`src/rtl/gf180mcu_osu_sc_gp9t3v3__rrarb4_1.sv`:
```
// ----------------------------------------------------------------------------
// gf180mcu_osu_sc_gp9t3v3__rrarb4_1
//
// Round-robin arbiter cell model. It shares one downstream resource among N
// requesters. Each grant line drives one input of an AND2-gated bus or enable
// path.
//
// Grants are registered and one-hot. An owner keeps the grant until it drops
// its request, with one exception: if it holds for MAXHOLD cycles while
// another request is pending, the grant is handed to the next requester.
//
// Ports
//   CLK   in   1  clock, rising edge
//   RST   in   1  synchronous active-high reset
//   REQ   in   N  request vector, REQ[i]=1 -> requester i wants the resource
//   GNT   out  N  registered one-hot (or zero) grant vector
//   GV    out  1  grant valid, OR of GNT
//   GIDX  out  W  index of the granted requester, 0 when GV=0
// ----------------------------------------------------------------------------
module gf180mcu_osu_sc_gp9t3v3__rrarb4_1 #(
  parameter int unsigned N       = 4,
  parameter int unsigned W       = 2,
  parameter int unsigned MAXHOLD = 15
) (
  input  logic         CLK,
  input  logic         RST,
  input  logic [N-1:0] REQ,
  output logic [N-1:0] GNT,
  output logic         GV,
  output logic [W-1:0] GIDX
);

  if (N < 2 || N > 8) begin : g_bad_n
    $error("rrarb4: N must be in 2..8");
  end
  if (W != $clog2(N)) begin : g_bad_w
    $error("rrarb4: W must equal ceil(log2(N))");
  end

  localparam int unsigned CntW = (MAXHOLD > 1) ? $clog2(MAXHOLD) : 1;
  localparam bit HoldEn = (MAXHOLD != 0);
  localparam logic [CntW-1:0] CntLast = CntW'((MAXHOLD > 0) ? MAXHOLD - 1 : 0);
  localparam logic [N-1:0] OneN = {{(N-1){1'b0}}, 1'b1};

  typedef enum logic [0:0] {StIdle, StBusy} state_e;

  state_e         state_q, state_d;
  logic [N-1:0]   gnt_q, gnt_d;
  logic [W-1:0]   ptr_q, ptr_d;
  logic [CntW-1:0] cnt_q, cnt_d;

  logic [N-1:0]   others;
  logic           owner_req;
  logic [W-1:0]   pick_all;
  logic [W-1:0]   pick_oth;

  // Return the first set bit of mask, scanning circularly from start.
  // The caller only uses the result when mask is non-zero.
  function automatic logic [W-1:0] rr_pick(input logic [N-1:0] mask,
                                           input logic [W-1:0] start);
    logic [W-1:0] sel;
    logic         found;
    logic [W:0]   idx;
    sel   = '0;
    found = 1'b0;
    for (int j = 0; j < int'(N); j++) begin
      idx = {1'b0, start} + (W+1)'(j);
      if (idx >= (W+1)'(N)) idx = idx - (W+1)'(N);
      if (!found && mask[idx[W-1:0]]) begin
        found = 1'b1;
        sel   = idx[W-1:0];
      end
    end
    return sel;
  endfunction

  // (idx + 1) mod N
  function automatic logic [W-1:0] rr_inc(input logic [W-1:0] idx);
    logic [W:0] nxt;
    nxt = {1'b0, idx} + 1'b1;
    if (nxt >= (W+1)'(N)) nxt = '0;
    return nxt[W-1:0];
  endfunction

  // State register
  always_ff @(posedge CLK) begin
    if (RST) begin
      state_q <= StIdle;
      gnt_q   <= '0;
      ptr_q   <= '0;
      cnt_q   <= '0;
    end else begin
      state_q <= state_d;
      gnt_q   <= gnt_d;
      ptr_q   <= ptr_d;
      cnt_q   <= cnt_d;
    end
  end

  // Next-state logic
  always_comb begin
    state_d   = state_q;
    gnt_d     = gnt_q;
    ptr_d     = ptr_q;
    cnt_d     = cnt_q;
    // Requests other than the current owner's; equal to REQ while idle.
    others    = REQ & ~gnt_q;
    owner_req = |(REQ & gnt_q);
    pick_all  = rr_pick(REQ, ptr_q);
    pick_oth  = rr_pick(others, ptr_q);

    unique case (state_q)
      StIdle: begin
        if (|REQ) begin
          state_d = StBusy;
          gnt_d   = OneN << pick_all;
          ptr_d   = rr_inc(pick_all);
          cnt_d   = '0;
        end
      end
      StBusy: begin
        if (!owner_req) begin
          // Release: hand over in the same edge, no bubble cycle.
          if (|others) begin
            gnt_d = OneN << pick_oth;
            ptr_d = rr_inc(pick_oth);
            cnt_d = '0;
          end else begin
            state_d = StIdle;
            gnt_d   = '0;
            cnt_d   = '0;
          end
        end else if (HoldEn && (cnt_q == CntLast) && (|others)) begin
          // Forced handover; the owner is excluded from this scan.
          gnt_d = OneN << pick_oth;
          ptr_d = rr_inc(pick_oth);
          cnt_d = '0;
        end else if (HoldEn && (|others)) begin
          // Only counts under contention, and never past CntLast, so a sole
          // holder keeps the grant forever without wrapping the counter.
          cnt_d = cnt_q + 1'b1;
        end
      end
      default: begin
        state_d = StIdle;
        gnt_d   = '0;
      end
    endcase
  end

  // Outputs, all derived from the registered grant.
  always_comb begin
    GNT  = gnt_q;
    GV   = |gnt_q;
    GIDX = '0;
    for (int i = 0; i < int'(N); i++) begin
      if (gnt_q[i]) GIDX = GIDX | W'(i);
    end
  end

endmodule

```
`config.mk`:
```
export PLATFORM = sky130hd
export DESIGN_NAME = gf180mcu_osu_sc_gp9t3v3__rrarb4_1
export DESIGN_NICKNAME = d
export VERILOG_FILES = /design/src/rtl/gf180mcu_osu_sc_gp9t3v3__rrarb4_1.sv
export SDC_FILE = /design/constraint.sdc
export NUM_CORES = 1
export LEC_CHECK = 0
export CORE_MARGIN = 5
export CORE_UTILIZATION = 54
export CTS_BUF_LIST = sky130_fd_sc_hd__clkbuf_16
export DETAILED_ROUTE_END_ITERATION = 10
export HOLD_SLACK_MARGIN = 0.05
export PLACE_DENSITY = 0.78
export SLEW_MARGIN = 20
export SYNTH_ARGS = -nofsm -noshare
export SYNTH_HDL_FRONTEND = slang
export SYNTH_SLANG_ARGS = --single-unit
```
`constraint.sdc`:
```
create_clock -name CLK -period 2.6 [get_ports CLK]
set_input_delay 0.52 -clock CLK [delete_from_list [all_inputs] [get_ports CLK]]
set_output_delay 0.52 -clock CLK [all_outputs]
set_load 0.05 [all_outputs]
```
==> flow_summary.toml <==
[cells_and_area]
nets = 152
antennaDiodeCount = 0
area_growth_pct = 23.2
fin_util = 0.712
fin_cells = 160
drive_gt1_frac = 0.141

[floorplanning]
rows = 15
dieArea_um2 = 2830
io-pin-count = 13
core-area_um2 = 1750
start_util = 0.578
die_y_um = 53.2
die_w_um = 53.2

[worst_setup_path]
cp_num_buf_inv = 1
worstPathRequired_ns = 2.08
cp_max_fo = 7
start_kind = "flop"
r2r_cells = 7
cpPeakStageDelay_ns = 0.71
crit_type = "flop to output pin"
crit_cells = 3
reg2reg_slack_ns = 0.54
end_kind = "output pin"
crit_arrival_ns = 1.94
r2r_start = "ptr_q[1]$_SDFFE_PP0P_"
crit_chain = "or2_2 -> or3_1 -> clkdlybuf4s50_1"
cp_top_family = "buffers and inverters"
crit_slowest_cell = "clkdlybuf4s50_1"
crit_start = "GNT[3]$_SDFFE_PP0P_"

[global_route]
grt-ovfl-total = 0
grt_max_degree = 20
grt_antenna_before_repair = 0
grt_first_pass_wirelength_um = 4290
grt_pass1_vias = 934
grt.total_usage = 0.208

[place]
dp.cells = 156
place_congestion = 0.908
portBuffers = 12
hpwl_um = 1840

[hold_path]
hold_depth = 2
worstHoldStart = "cnt_q[0]$_SDFFE_PP0P_"
worstHoldPathType = "flop to flop"

[power]
p_int_mw = 0.674
finalPower_mw = 1.23
p_leak_nw = 0.519
swShare = 0.453
pwr-share-seq = 0.224
switchingPower_mw = 0.558
irDropWorstVdd_mv = 0.610
clock_power_share = 0.227
combPwrFrac = 0.549
power.density_nw_per_um2 = 992

[clock_network]
clock_path_buffers = 2
cts_sinks = 11
cts_root_buf = "clkbuf_16"
cts_htree_levels = 1
cts_resized = 0
cts_tree = "yes"
clkTransAtPathRegs_ns = 0.04
ctsHoldBuffers = 0
cts_buffers = 3
cts_setup_buffers = 0
clkLatencyLatePin_ns = 0.24

[timing]
finalCritPeriodShare = 0.948
rsz0062_at_grt = "false"
hold_ws_ns = 0.525
slew_viol_final = 0
worst_slew_pin_slew_ns = 0.599
relSlewSlack = 0.599
fmax_ghz = 0.406
setup_tns_ns = 0
skew_ns = 0.00423
hold_viol = 0
setup_violations = 0
period_needed_ns = 2.46

[yosys]
synth.cell_area_um2 = 1010
ys.flop_type = "dfxtp_1"
yosysSeqAreaShare = 0.218
synth_top_area_cell = "dfxtp_1"
synth_cell_types = 38
yosysMostFrequentCell = "nor2_1"
syn_inst = 121
syn_nets = 137
ys_seq_elements = 11
synth_common_cells = "nor2_1, dfxtp_1, ha_1"
synthTopCellsByArea = "dfxtp_1, ha_1, a311oi_2"
synth_edf_count = 0
ys_async_sr_fraction = 0
ys_warn_count = 0
syn_area_per_cell_um2 = 8.33
yosys.area.top_type_share = 0.218

[routing]
antenna_left = 0
drt-initial-drc-count = 28
drt_pass1_iterations = 4
vias_per_cell = 6.09
vias = 975
wire_per_inst_um = 16.1
routed_wl_um = 2580
drt_drc_violations_left = 0

[job]
cap_violations = 0

[outcome]
status = "complete, no violations"
## registers in the layout, indices dropped and copies added, names as in the netlist
signal / cells
ptr_q: 2
state_q: 1
cnt_q: 4
GNT: 4
## path summary, 6_finish.rpt
kind / endpoint
min reg2reg: cnt_q[0]$_SDFFE_PP0P_
max reg2reg: ptr_q[1]$_SDFFE_PP0P_
min: cnt_q[0]$_SDFFE_PP0P_
max: GV
## power by group through the flow
stage               registers (mW)  logic [mW]  clock network (mW)
floorplan                    0.298       0.453                   0
global placement             0.273       0.638                   0
detailed placement           0.275       0.662                   0
CTS                          0.273       0.674               0.279
global route                 0.286       0.727               0.290
finish                       0.276       0.676               0.280
## cell usage in the layout (no fill, tap or decap), types with 2 or more instances in the layout
cell type and instances:
a22o_1 2, o21a_1 2, a21oi_1 6, inv_1 6
nand2b_1 8, buf_4 5, a311oi_2 4, ha_1 10
xor2_1 2, dfxtp_1 11, nand3_1 5, nor2_1 12
clkbuf_16 3, o221ai_1 3, and3_1 2, o22ai_1 5
nor2b_1 3, a21o_1 3, nor3_1 3, o22a_1 3
o21ai_1 2, or2_2 3, nand2_1 6, clkdlybuf4s50_1 12
## metrics by stage
| step | area [µm²] | worst slack (ns) |
|---|---|---|
| 2_1_floorplan | 1010 | 0.484 |
| 3_3_place_gp | 1160 | 0.0469 |
| 3_5_place_dp | 1160 | -0.0364 |
| 4_1_cts | 1240 | 0.123 |
| 5_1_grt | 1240 | 0.0257 |
| 6_report | 1240 | 0.136 |
## cell type report
type                            instances  area [µm²]
Sequential cell                        11         220
Clock buffer                            3        75.1
Inverter                                5        18.8
Timing Repair Buffer                   17         158
Tap cell                               25        31.3
Clock inverter                          1        3.75
Multi-Input combinational cell         98         736
Fill cell                             142         503
## cells by family (layout without fill, tap and decap cells)
| kind of cell | after synthesis | after routing | synth area share |
|---|---|---|---|
| AO/OA/AOI/OAI | 35 | 35 | 0.288 |
| XOR/XNOR | 2 | 2 | 0.0174 |
| buffers and inverters | 12 | 26 | 0.0521 |
| adder cells (fa/ha/maj) | 10 | 10 | 0.124 |
| flip-flops | 11 | 11 | 0.218 |
| multiplexers | 2 | 2 | 0.0211 |
| AND/OR/NAND/NOR | 49 | 49 | 0.279 |
## metal layers
metal	vias to the layer above	GRT usage	wire, µm	part of all wire
met4	0	0.111	47	0.018
met1	449	0.237	1030	0.40
li1	471	-	-	-
met3	6	0.0254	197	0.076
met2	49	0.369	1310	0.51
met5	-	0	0	0
## worst register-to-register path, cell delays in order, from the launching register on
cell and delay (ns):
dfxtp_1 0.60, o221ai_1 0.21, o21a_1 0.16, nor2_1 0.24
ha_1 0.28, mux2_2 0.26, mux2i_1 0.13, nor2_1 0.05
No activity file was read; power rests on OpenSTA's default activity.
